File: config.mk
export PLATFORM = sky130hd
export DESIGN_NAME = shift_sched
export DESIGN_NICKNAME = d
export VERILOG_FILES = /design/src/rtl/shift_sched.sv
export SDC_FILE = /design/constraint.sdc
export NUM_CORES = 1
export LEC_CHECK = 0
export CAP_MARGIN = 20
export CORE_MARGIN = 2
export CORE_UTILIZATION = 43
export DETAILED_ROUTE_END_ITERATION = 8
export PLACE_DENSITY = 0.8
export SLEW_MARGIN = 5
export SYNTH_ARGS = -nofsm -noshare
export SYNTH_HDL_FRONTEND = slang
export SYNTH_SLANG_ARGS = --single-unit
File: constraint.sdc
create_clock -name clk -period 1.9 [get_ports clk]
set_input_delay 0.19 -clock clk [delete_from_list [all_inputs] [get_ports clk]]
set_output_delay 0.19 -clock clk [all_outputs]
set_load 0.05 [all_outputs]
File: src/rtl/shift_sched.sv
// Round-robin scheduler sharing one parallel-load serial shifter between NCH requesters.
// Each grant loads one channel's word into the shifter and frames its WIDTH+1 serial bits.
module shift_sched #(
    parameter int WIDTH = 30,
    parameter int NCH   = 2,
    parameter int GAP   = 4,
    localparam int CW   = (NCH > 1) ? $clog2(NCH) : 1,
    localparam int BW   = (WIDTH > 0) ? $clog2(WIDTH + 1) : 1
) (
    input  logic                     clk,
    input  logic                     rst,
    input  logic [NCH-1:0]           req_valid,
    input  logic [NCH*(WIDTH+1)-1:0] req_data,
    output logic [NCH-1:0]           req_ack,
    output logic                     sr_load,
    output logic [WIDTH:0]           sr_din,
    output logic                     frame,
    output logic                     frame_start,
    output logic [CW-1:0]            chan,
    output logic                     busy
);

    // Handshake: a requester holds req_valid[i] and its word stable until it sees the
    // one-cycle req_ack[i]; req_valid is only sampled in IDLE, so withdrawing it before
    // the grant is legal and changes while busy are ignored.

    typedef enum logic [1:0] {
        S_IDLE,
        S_LOAD,
        S_SHIFT,
        S_GAP
    } state_t;

    state_t          state_q;
    logic [CW-1:0]   ptr_q;
    logic [BW-1:0]   bitcnt_q;
    logic [7:0]      gapcnt_q;
    logic [NCH-1:0]  ack_q;
    logic            load_q;
    logic [WIDTH:0]  din_q;
    logic            frame_q;
    logic            fstart_q;
    logic [CW-1:0]   chan_q;
    logic            busy_q;

    logic            gnt_found_d;
    logic [CW-1:0]   gnt_idx_d;
    logic [WIDTH:0]  gnt_word_d;
    logic [NCH-1:0]  gnt_onehot_d;
    logic [CW:0]     cand;

    // Search upward from ptr+1 with wrap, so the last granted channel comes last.
    always_comb begin
        gnt_found_d = 1'b0;
        gnt_idx_d   = '0;
        cand        = '0;
        for (int s = 1; s <= NCH; s++) begin
            cand = {1'b0, ptr_q} + (CW+1)'(s);
            if (cand >= (CW+1)'(NCH)) begin
                cand = cand - (CW+1)'(NCH);
            end
            if (!gnt_found_d && req_valid[cand[CW-1:0]]) begin
                gnt_found_d = 1'b1;
                gnt_idx_d   = cand[CW-1:0];
            end
        end
    end

    always_comb begin
        gnt_word_d   = '0;
        gnt_onehot_d = '0;
        for (int k = 0; k < NCH; k++) begin
            if (gnt_idx_d == CW'(k)) begin
                gnt_word_d      = req_data[k*(WIDTH+1) +: (WIDTH+1)];
                gnt_onehot_d[k] = 1'b1;
            end
        end
    end

    always_ff @(posedge clk) begin
        if (rst) begin
            state_q  <= S_IDLE;
            ptr_q    <= CW'(NCH - 1);
            bitcnt_q <= '0;
            gapcnt_q <= '0;
            ack_q    <= '0;
            load_q   <= 1'b0;
            din_q    <= '0;
            frame_q  <= 1'b0;
            fstart_q <= 1'b0;
            chan_q   <= '0;
            busy_q   <= 1'b0;
        end else begin
            case (state_q)
                S_IDLE: begin
                    if (gnt_found_d) begin
                        load_q  <= 1'b1;
                        din_q   <= gnt_word_d;
                        ack_q   <= gnt_onehot_d;
                        chan_q  <= gnt_idx_d;
                        ptr_q   <= gnt_idx_d;
                        busy_q  <= 1'b1;
                        state_q <= S_LOAD;
                    end
                end
                S_LOAD: begin
                    // The shifter captures din at this edge; first bit appears next cycle.
                    load_q   <= 1'b0;
                    ack_q    <= '0;
                    frame_q  <= 1'b1;
                    fstart_q <= 1'b1;
                    bitcnt_q <= '0;
                    state_q  <= S_SHIFT;
                end
                S_SHIFT: begin
                    fstart_q <= 1'b0;
                    if (bitcnt_q == BW'(WIDTH)) begin
                        frame_q <= 1'b0;
                        if (GAP == 0) begin
                            busy_q  <= 1'b0;
                            state_q <= S_IDLE;
                        end else begin
                            gapcnt_q <= '0;
                            state_q  <= S_GAP;
                        end
                    end else begin
                        bitcnt_q <= bitcnt_q + 1'b1;
                    end
                end
                S_GAP: begin
                    if (gapcnt_q == 8'(GAP - 1)) begin
                        busy_q  <= 1'b0;
                        state_q <= S_IDLE;
                    end else begin
                        gapcnt_q <= gapcnt_q + 1'b1;
                    end
                end
                default: begin
                    state_q <= S_IDLE;
                end
            endcase
        end
    end

    assign req_ack     = ack_q;
    assign sr_load     = load_q;
    assign sr_din      = din_q;
    assign frame       = frame_q;
    assign frame_start = fstart_q;
    assign chan        = chan_q;
    assign busy        = busy_q;

endmodule

# After elaboration in Yosys (flattened, before gate mapping)
# Index checks and enable logic that the tools add are counted.
dict set report totals {
  register_bits 54
  latch_bits 0
  ram_bits 0
  rom_bits 0
  in_bits 66
  output_inout_bits 38
  elab_cells 76
  mem_count 0
}
dict set report op_classes {
  add_sub_neg 6
  n_mul 0
  n_div 0
  n_lt_le_gt_ge 4
  eq_ne 10
  shifts 0
  mux 31
  bitwise_logic 0
  n_reduce_logical 14
}
# cell count
set op_table {}
lappend op_table {{$mux W31} 1}
lappend op_table {{$mux W8} 2}
lappend op_table {{$pmux W8 S2} 1}
lappend op_table {{$mux W1} 15}
lappend op_table {{$ne A2 B2 Y1 const B} 5}
lappend op_table {{$pmux W5 S2} 1}
lappend op_table {{$reduce_and A3 Y1} 3}
lappend op_table {{$add A8 B1 Y8 const B} 1}
lappend op_table {{$eq A8 B2 Y1 const B} 1}
lappend op_table {{$mux W2} 4}
lappend op_table {{$pmux W1 S2} 4}
lappend op_table {{$pmux W2 S4} 1}
lappend op_table {{$reduce_and A2 Y1} 4}
lappend op_table {{$reduce_bool A2 Y1} 4}
lappend op_table {{$add A5 B1 Y5 const B} 1}
lappend op_table {{$eq A5 B5 Y1 const B} 1}
lappend op_table {{$mux W5} 1}
lappend op_table {{$eq A2 B2 Y1 const B} 2}
lappend op_table {{$ge A2 B2 Y1 const B} 2}
lappend op_table {{$lt A1 B2 Y1 const B} 2}
lappend op_table {{$pmux W2 S2} 1}
lappend op_table {{$add A1 B1 Y2 const B} 1}
lappend op_table {{$add A1 B2 Y2 const B} 1}
lappend op_table {{$eq A2 B1 Y1 const B} 1}
lappend op_table {{4 further kinds} 5}

# Logic depth before layout (Yosys ltp)
# Gate-level depths: netlist of run 1.
dict set report logic_depth {
  ltp_word 12
  mapped_depth 8
  depth_no_buf 6
}

# Worst setup path after synthesis of run 1
# No wires, ideal clock.
dict set report synth_path {
  kind {reg2reg}
  start {reg state_q[0]}
  end {reg din_q[10] (netlist: sr_din[10])}
  setup_time_ps 86
  arrival_ps 1565
  required_time_ps 1814
  setup_slack_ps 249
  stages_incl_launch_ff 9
  path_buffers 3
  synth_period_minus_slack_ps 1651
  cell_sequence {dfxtp_1 -> inv_1 -> ha_1 -> clkbuf_1 -> o21a_1 -> buf_2 -> clkbuf_1 -> nor2_1 -> a211oi_1}
}
dict set report synth_between {
  elab_chain_cells 2
}
# item line_no
set synth_rtl {}
lappend synth_rtl {{start: declaration} 34} ;# state_t state_q;
lappend synth_rtl {{start signal: assignment} 82} ;# state_q <= S_IDLE;
lappend synth_rtl {{start signal: assignment} 103} ;# state_q <= S_LOAD;
lappend synth_rtl {{start signal: assignment} 113} ;# state_q <= S_SHIFT;
lappend synth_rtl {{$logic_not A2 Y1} 94} ;# case (state_q)
lappend synth_rtl {{$reduce_and A2 Y1 (no line)} n/a}
lappend synth_rtl {{end signal: assignment} 98} ;# din_q <= gnt_word_d;
lappend synth_rtl {{end: declaration} 40} ;# logic [WIDTH:0] din_q;
# No other way between the ends.
# A chain may end at the register's enable or synchronous reset.

# Worst setup path in the final report of run 1
dict set report layout_path {
  start {reg bitcnt_q[0]}
  end {reg gapcnt_q[6]}
}
dict set report layout_between {
  elab_chain_cells 3
}
# item line_no
set layout_rtl {}
lappend layout_rtl {{start: declaration} 36} ;# logic [BW-1:0] bitcnt_q;
lappend layout_rtl {{start signal: assignment} 127} ;# bitcnt_q <= bitcnt_q + 1'b1;
lappend layout_rtl {{$eq A5 B5 Y1} 117} ;# if (bitcnt_q == BW'(WIDTH)) begin
lappend layout_rtl {{$ne A2 B2 Y1 (no line)} n/a}
lappend layout_rtl {{$reduce_and A3 Y1 (no line)} n/a}
lappend layout_rtl {{end signal: assignment} 135} ;# gapcnt_q <= gapcnt_q + 1'b1;
lappend layout_rtl {{end: declaration} 37} ;# logic [7:0] gapcnt_q;
# No other way between the ends.

==> flow_summary.json, run 1 <==
{
  "cts_setup_buffers": 0,
  "syn_inst": 286,
  "place_area_um2": 3719,
  "hold_viol": 0,
  "drc": 0,
  "yosys.area.top_type": "dfxtp_1",
  "dp_hpwl_um": 4924,
  "first_pass_iters": 4,
  "fmax_mhz": 578.2,
  "cts_htree_levels": 2,
  "status": "complete, no violations",
  "ir_drop_mv": 0.7601,
  "p_total_mw": 5.114,
  "synth-seq-cells": 54,
  "grt_antenna_before_repair": 0,
  "grt_pass1_vias": 2404,
  "setup_viol": 0,
  "coreArea_um2": 5851,
  "nets": 460,
  "grt_setup_unrepaired": "false",
  "slew_violations": 0,
  "crit_arrival_ps": 1970,
  "maxCapViolations": 0,
  "clock_latency_ps": 310,
  "finalCriticalPeriod_ps": 1730,
  "synth_ff_type": "dfxtp_1",
  "internal_power_mw": 2.774,
  "die_h_um": 81.18,
  "fp.dieArea_um2": 6589,
  "cellLeakagePower_nw": 1.418,
  "synth_area_per_cell_um2": 8.955,
  "grt-ovfl-total": 0,
  "die_x_um": 81.18,
  "grt_pass1_wl_um": 10740,
  "ant_nets": 0,
  "drt_iter0_markers": 97,
  "cellPowerDensity_nw_per_um2": 1337,
  "vias": 2406,
  "clock_path_buffers": 2,
  "setup_slack_ps": 170.4,
  "cts_resized": 0,
  "clock_skew_ps": 8.263,
  "cts_root_buf": "clkbuf_8",
  "rows": 28,
  "worstPathRequired_ps": 2140,
  "drive_gt1_frac": 0.06202,
  "cts_tree": "built",
  "clkTransAtPathRegs_ps": 100,
  "period_share": 0.9103,
  "grt_max_degree": 53,
  "r2r_cells": 6,
  "pre_cts_slack_ps": 74.03,
  "viasPerCell": 5.208,
  "initial_core_util": 0.4378,
  "routed_wl_um": 6691,
  "grt.total_usage": 0.2090,
  "cts_buffers": 5,
  "rr_startpoint": "bitcnt_q[0]",
  "yosysTopAreaCellShare": 0.4221,
  "wire_per_inst_um": 14.48,
  "final.setup.tns_ps": 0,
  "ioPinCount": 104,
  "syn_to_final_growth_pct": 49.29,
  "seqPwrFrac": 0.314,
  "cp-end-kind": "register",
  "switchingPower_mw": 2.340,
  "synth_cell_types": 35,
  "async_flop_share": 0,
  "slew_headroom": 0.6270,
  "yosys_warnings": 0,
  "hp-class": "register to register",
  "place_congestion": 0.8347,
  "synth-edff-count": 0,
  "syn_nets": 360,
  "clock-sinks": 54,
  "path_max_fanout": 8,
  "path_class": "register to register",
  "min_from": "busy",
  "postCtsHoldBufs": 0,
  "swShare": 0.4576,
  "holdWs_ps": 483.9,
  "design_area_um2": 3824,
  "setup.worst_path.start": "bitcnt_q[0]",
  "syn_area_um2": 2561,
  "diodes": 0,
  "numPortBuffers": 103,
  "whs_path_depth": 2,
  "tightest_slew_ps": 557.8,
  "ys_seq_area_frac": 0.4221,
  "synthTopCellsByArea": "dfxtp_1 (42%), mux2i_1 (13%), a211oi_1 (10%), nor2_1 (6.0%), ha_1 (3.9%)",
  "start_kind": "register",
  "power_frac_comb": 0.551,
  "clock_power_share": 0.135
}
layout make-up:
class | count | area [um^2]
Clock inverter | 2 | 16.27
Tap cell | 75 | 93.84
Fill cell | 484 | 2027
Multi-Input combinational cell | 204 | 1376
Clock buffer | 6 | 82.58
Inverter | 8 | 30.03
Sequential cell | 54 | 1081
Timing Repair Buffer | 113 | 1144
per-layer routing:
layer	wire length (um)	global-route usage	vias up	part of all wire
met3	625	0.08667	7	0.093
met5	0	0	-	0
met4	94	0.06271	0	0.014
li1	-	-	1238	-
met1	2759	0.2256	1081	0.41
met2	3212	0.3719	80	0.48
cell families after synthesis:
kind of cell | count (synthesis) | share of synthesized area
flops | 54 | 0.4221
buf+inv | 28 | 0.04787
simple gates | 87 | 0.1563
fa+ha+maj | 8 | 0.03908
mux | 35 | 0.1417
compound gates | 74 | 0.1930
cell usage in the layout (no fill, tap or decap), types with 13 or more instances in the layout:
cell             count
mux2i_1             34
clkdlybuf4s50_1    103
nor2_1              41
o21ai_0             13
a21oi_1             13
dfxtp_1             54
nand2_1             16
a211oi_1            35
registers in the layout, summed over array words and instances, names as in the netlist, 2 cells and up:
name / count
sr_din: 31
state_q: 2
req_ack: 2
bitcnt_q: 5
gapcnt_q: 8
power by group through the flow:
stage          Sequential, mW  Clock [mW]  Combinational (mW)
2_1_floorplan            2.49           0               0.989
3_3_place_gp             1.62           0                2.78
3_5_place_dp             1.63           0                2.81
4_1_cts                  1.61       0.702                2.82
5_1_grt                  1.64       0.742                3.03
6_report                 1.61       0.690                2.82
final timing paths:
check	endpoint	slack, ps
worst max-delay path	gapcnt_q[6]	170
worst min-delay path	busy	480
worst max register to register	gapcnt_q[6]	170
worst min register to register	busy	480
critical path, stage by stage, from the launching register on:
cell and delay (ps):
dfxtp_1 350, inv_1 80, ha_1 190, and4_4 290, mux2i_4 110, or4b_1 510, a21oi_1 140
through the flow:
step                utilization  cells
global placement         0.6356    454
global route             0.6536    462
finish                   0.6536    462
floorplan                     -    286
detailed placement       0.6356    454
CTS                      0.6525    462
Yosys cell counts (2+ instances only):
| cell | count |
|---|---|
| a211oi_1 | 35 |
| a21oi_1 | 13 |
| a22oi_1 | 2 |
| a2bb2oi_1 | 2 |
| a31oi_1 | 2 |
| and3_1 | 2 |
| buf_2 | 4 |
| buf_4 | 3 |
| clkbuf_1 | 11 |
| dfxtp_1 | 54 |
| ha_1 | 8 |
| inv_1 | 8 |
| mux2i_1 | 34 |
| nand2_1 | 16 |
| nand3_1 | 8 |
| nand4_1 | 6 |
| nor2_1 | 41 |
| nor2b_1 | 2 |
| nor3_1 | 6 |
| o21a_1 | 2 |
| o21ai_0 | 13 |
(Power assumes the default switching activity.)
==> run 2: changes to the inputs <==
--- a/config.mk
+++ b/config.mk
@@ -5,11 +5,11 @@
 export SDC_FILE = /design/constraint.sdc
 export NUM_CORES = 1
 export LEC_CHECK = 0
-export CAP_MARGIN = 20
 export CORE_MARGIN = 2
 export CORE_UTILIZATION = 43
 export DETAILED_ROUTE_END_ITERATION = 8
-export PLACE_DENSITY = 0.8
+export PLACE_DENSITY_LB_ADDON = 0.05
+export REMOVE_ABC_BUFFERS = 1
 export SLEW_MARGIN = 5
 export SYNTH_ARGS = -nofsm -noshare
 export SYNTH_HDL_FRONTEND = slang
==> run 2 against run 1 <==
Compared with the run above: utilization barely moved; sequential power barely moved; global-route usage fell by 0.95 points; highest routed layer unchanged; cell count is 0.22% lower; clock power up 15%; register-to-register slack barely moved; hold slack got worse by 1.7 ps; non-clock buffer count unchanged; largest cell class unchanged; critical path depth stayed put.
==> flow_summary.json, run 2 (synthesis gave the netlist of run 1 again) <==
{
  "status": "complete, no violations",
  "design_area_um2": 3825,
  "cts_htree_levels": 2,
  "ir_drop_mv": 0.7124,
  "vias": 2393,
  "cts_tree": "built",
  "n_fill_cell": 494,
  "fp.dieArea_um2": 6589,
  "fmax_mhz": 580.8,
  "cp_cell_sequence": "inv_1, ha_1, or3b_2, o21ai_0, a21oi_1, mux2i_1",
  "finalCriticalPeriod_ps": 1722,
  "fin_cells": 461,
  "nets": 460,
  "grt_antenna_before_repair": 0,
  "cts_buffers": 5,
  "clock_power_share": 0.153,
  "tightest_slew_ps": 543.5,
  "cp_slowest_cell": "or3b_2",
  "die_h_um": 81.18,
  "diodes": 0,
  "clock_latency_ps": 310,
  "final_cell_mix": "clkdlybuf4s50_1 (103), dfxtp_1 (54), nor2_1 (41)",
  "die_x_um": 81.18,
  "period_share": 0.9062,
  "grt_pass1_wl_um": 10320,
  "slowest_delay_ps": 510,
  "power_frac_comb": 0.538,
  "wire_per_inst_um": 13.88,
  "cp-end-kind": "register",
  "drc": 0,
  "path_class": "register to register",
  "seqPwrFrac": 0.309,
  "grt_setup_unrepaired": "false",
  "syn_to_final_growth_pct": 49.34,
  "grt-ovfl-total": 0,
  "drive_gt1_frac": 0.05959,
  "clock_path_buffers": 2,
  "cts_root_buf": "clkbuf_8",
  "swShare": 0.4418,
  "coreArea_um2": 5851,
  "postCtsHoldBufs": 0,
  "place_inst": 454,
  "numPortBuffers": 103,
  "switchingPower_mw": 2.282,
  "hp-class": "register to register",
  "cpLargestDelayFamily": "simple AND/OR/NAND/NOR gates",
  "grt.total_usage": 0.1995,
  "place_congestion": 0.7641,
  "grt_max_degree": 36,
  "dp_hpwl_um": 4878,
  "clock-sinks": 54,
  "slew_headroom": 0.6365,
  "worstPathRequired_ps": 2090,
  "cellPowerDensity_nw_per_um2": 1351,
  "ant_nets": 0,
  "internal_power_mw": 2.883,
  "routed_wl_um": 6399,
  "largest_reg_flops": 31,
  "critical_path_buf_inv_count": 1,
  "drt_iter0_markers": 106,
  "cellLeakagePower_nw": 1.424,
  "start_kind": "register",
  "hold_viol": 0,
  "clock_skew_ps": 12.66,
  "first_pass_iters": 4,
  "maxCapViolations": 0,
  "layout_commonest_cell": "clkdlybuf4s50_1",
  "rows": 28,
  "clkTransAtPathRegs_ps": 90,
  "path_max_fanout": 9,
  "setup_viol": 0,
  "grt_pass1_vias": 2184,
  "place_area_um2": 3706,
  "crit_arrival_ps": 1910,
  "slew_violations": 0,
  "ioPinCount": 104,
  "viasPerCell": 5.191,
  "initial_core_util": 0.4378
}
[run 2: cell types whose count changed in the layout (fill, tap and decap cells not counted)]
| cell | previous run | this run |
|---|---|---|
| clkinvlp_4 | 1 | 0 |
| buf_4 | 7 | 8 |
| inv_6 | 1 | 0 |
| buf_12 | 3 | 2 |
| bufinv_16 | 0 | 1 |
[run 2: worst reg2reg max path, stage by stage (launching register included)]
cell and delay (ps):
dfxtp_1 350, inv_1 110, ha_1 320, or3b_2 510, o21ai_0 90, a21oi_1 90, mux2i_1 130
[run 2: worst paths after layout]
kind	slack [ps]	from	endpoint	depth (start not counted)
max	180	state_q[0]	state_q[1]	6
max reg2reg	180	state_q[0]	state_q[1]	6
min reg2reg	480	frame_start	frame_start	2
min	480	frame_start	frame_start	2
[run 2: power by group through the flow]
stage / logic (mW) / clock network [mW] / registers, mW
final: 2.78 / 0.793 / 1.60
after global routing: 2.99 / 0.843 / 1.63
after CTS: 2.81 / 0.806 / 1.60
after detailed placement: 2.80 / 0 / 1.62
after global placement: 2.78 / 0 / 1.61
after floorplan: 0.953 / 0 / 2.49
[run 2: layer usage]
layer  track usage  wire (um)  up-vias
li1              -          -     1241
met1        0.2387       2691     1073
met2        0.3248       3054       74
met3       0.08667        587        5
met4       0.05763         65        0
met5             0          0        -
[run 2: per-stage QoR]
step	utilization	TNS (ps)	total power [mW]	setup slack, ps	hold WS (ps)
after floorplan	-	-83120	3.447	-2452	259.1
after global placement	0.6334	0	4.391	208.4	464.2
after detailed placement	0.6334	0	4.417	152.2	471.6
after CTS	0.6527	0	5.213	160.1	482.2
after global routing	0.6538	0	5.468	37.80	508.6
final	0.6538	0	5.166	178.3	482.2
[run 2: layout make-up]
class                   instances  area, um^2  area share
multi-input cells             204        1376      0.3598
flip-flops and latches         54        1081      0.2826
well taps                      75       93.84     0.02453
inverters                       8       30.03    0.007851
clock buffers                   6       82.58     0.02159
clock inverters                 1       30.03    0.007851
repair buffers                113        1131      0.2957
[run 2: repair_timing]
action	in CTS	in global routing
resized for setup	0	1
endpoints found under the setup margin	0	2
hold endpoints to repair	0	0
buffers inserted	0	0
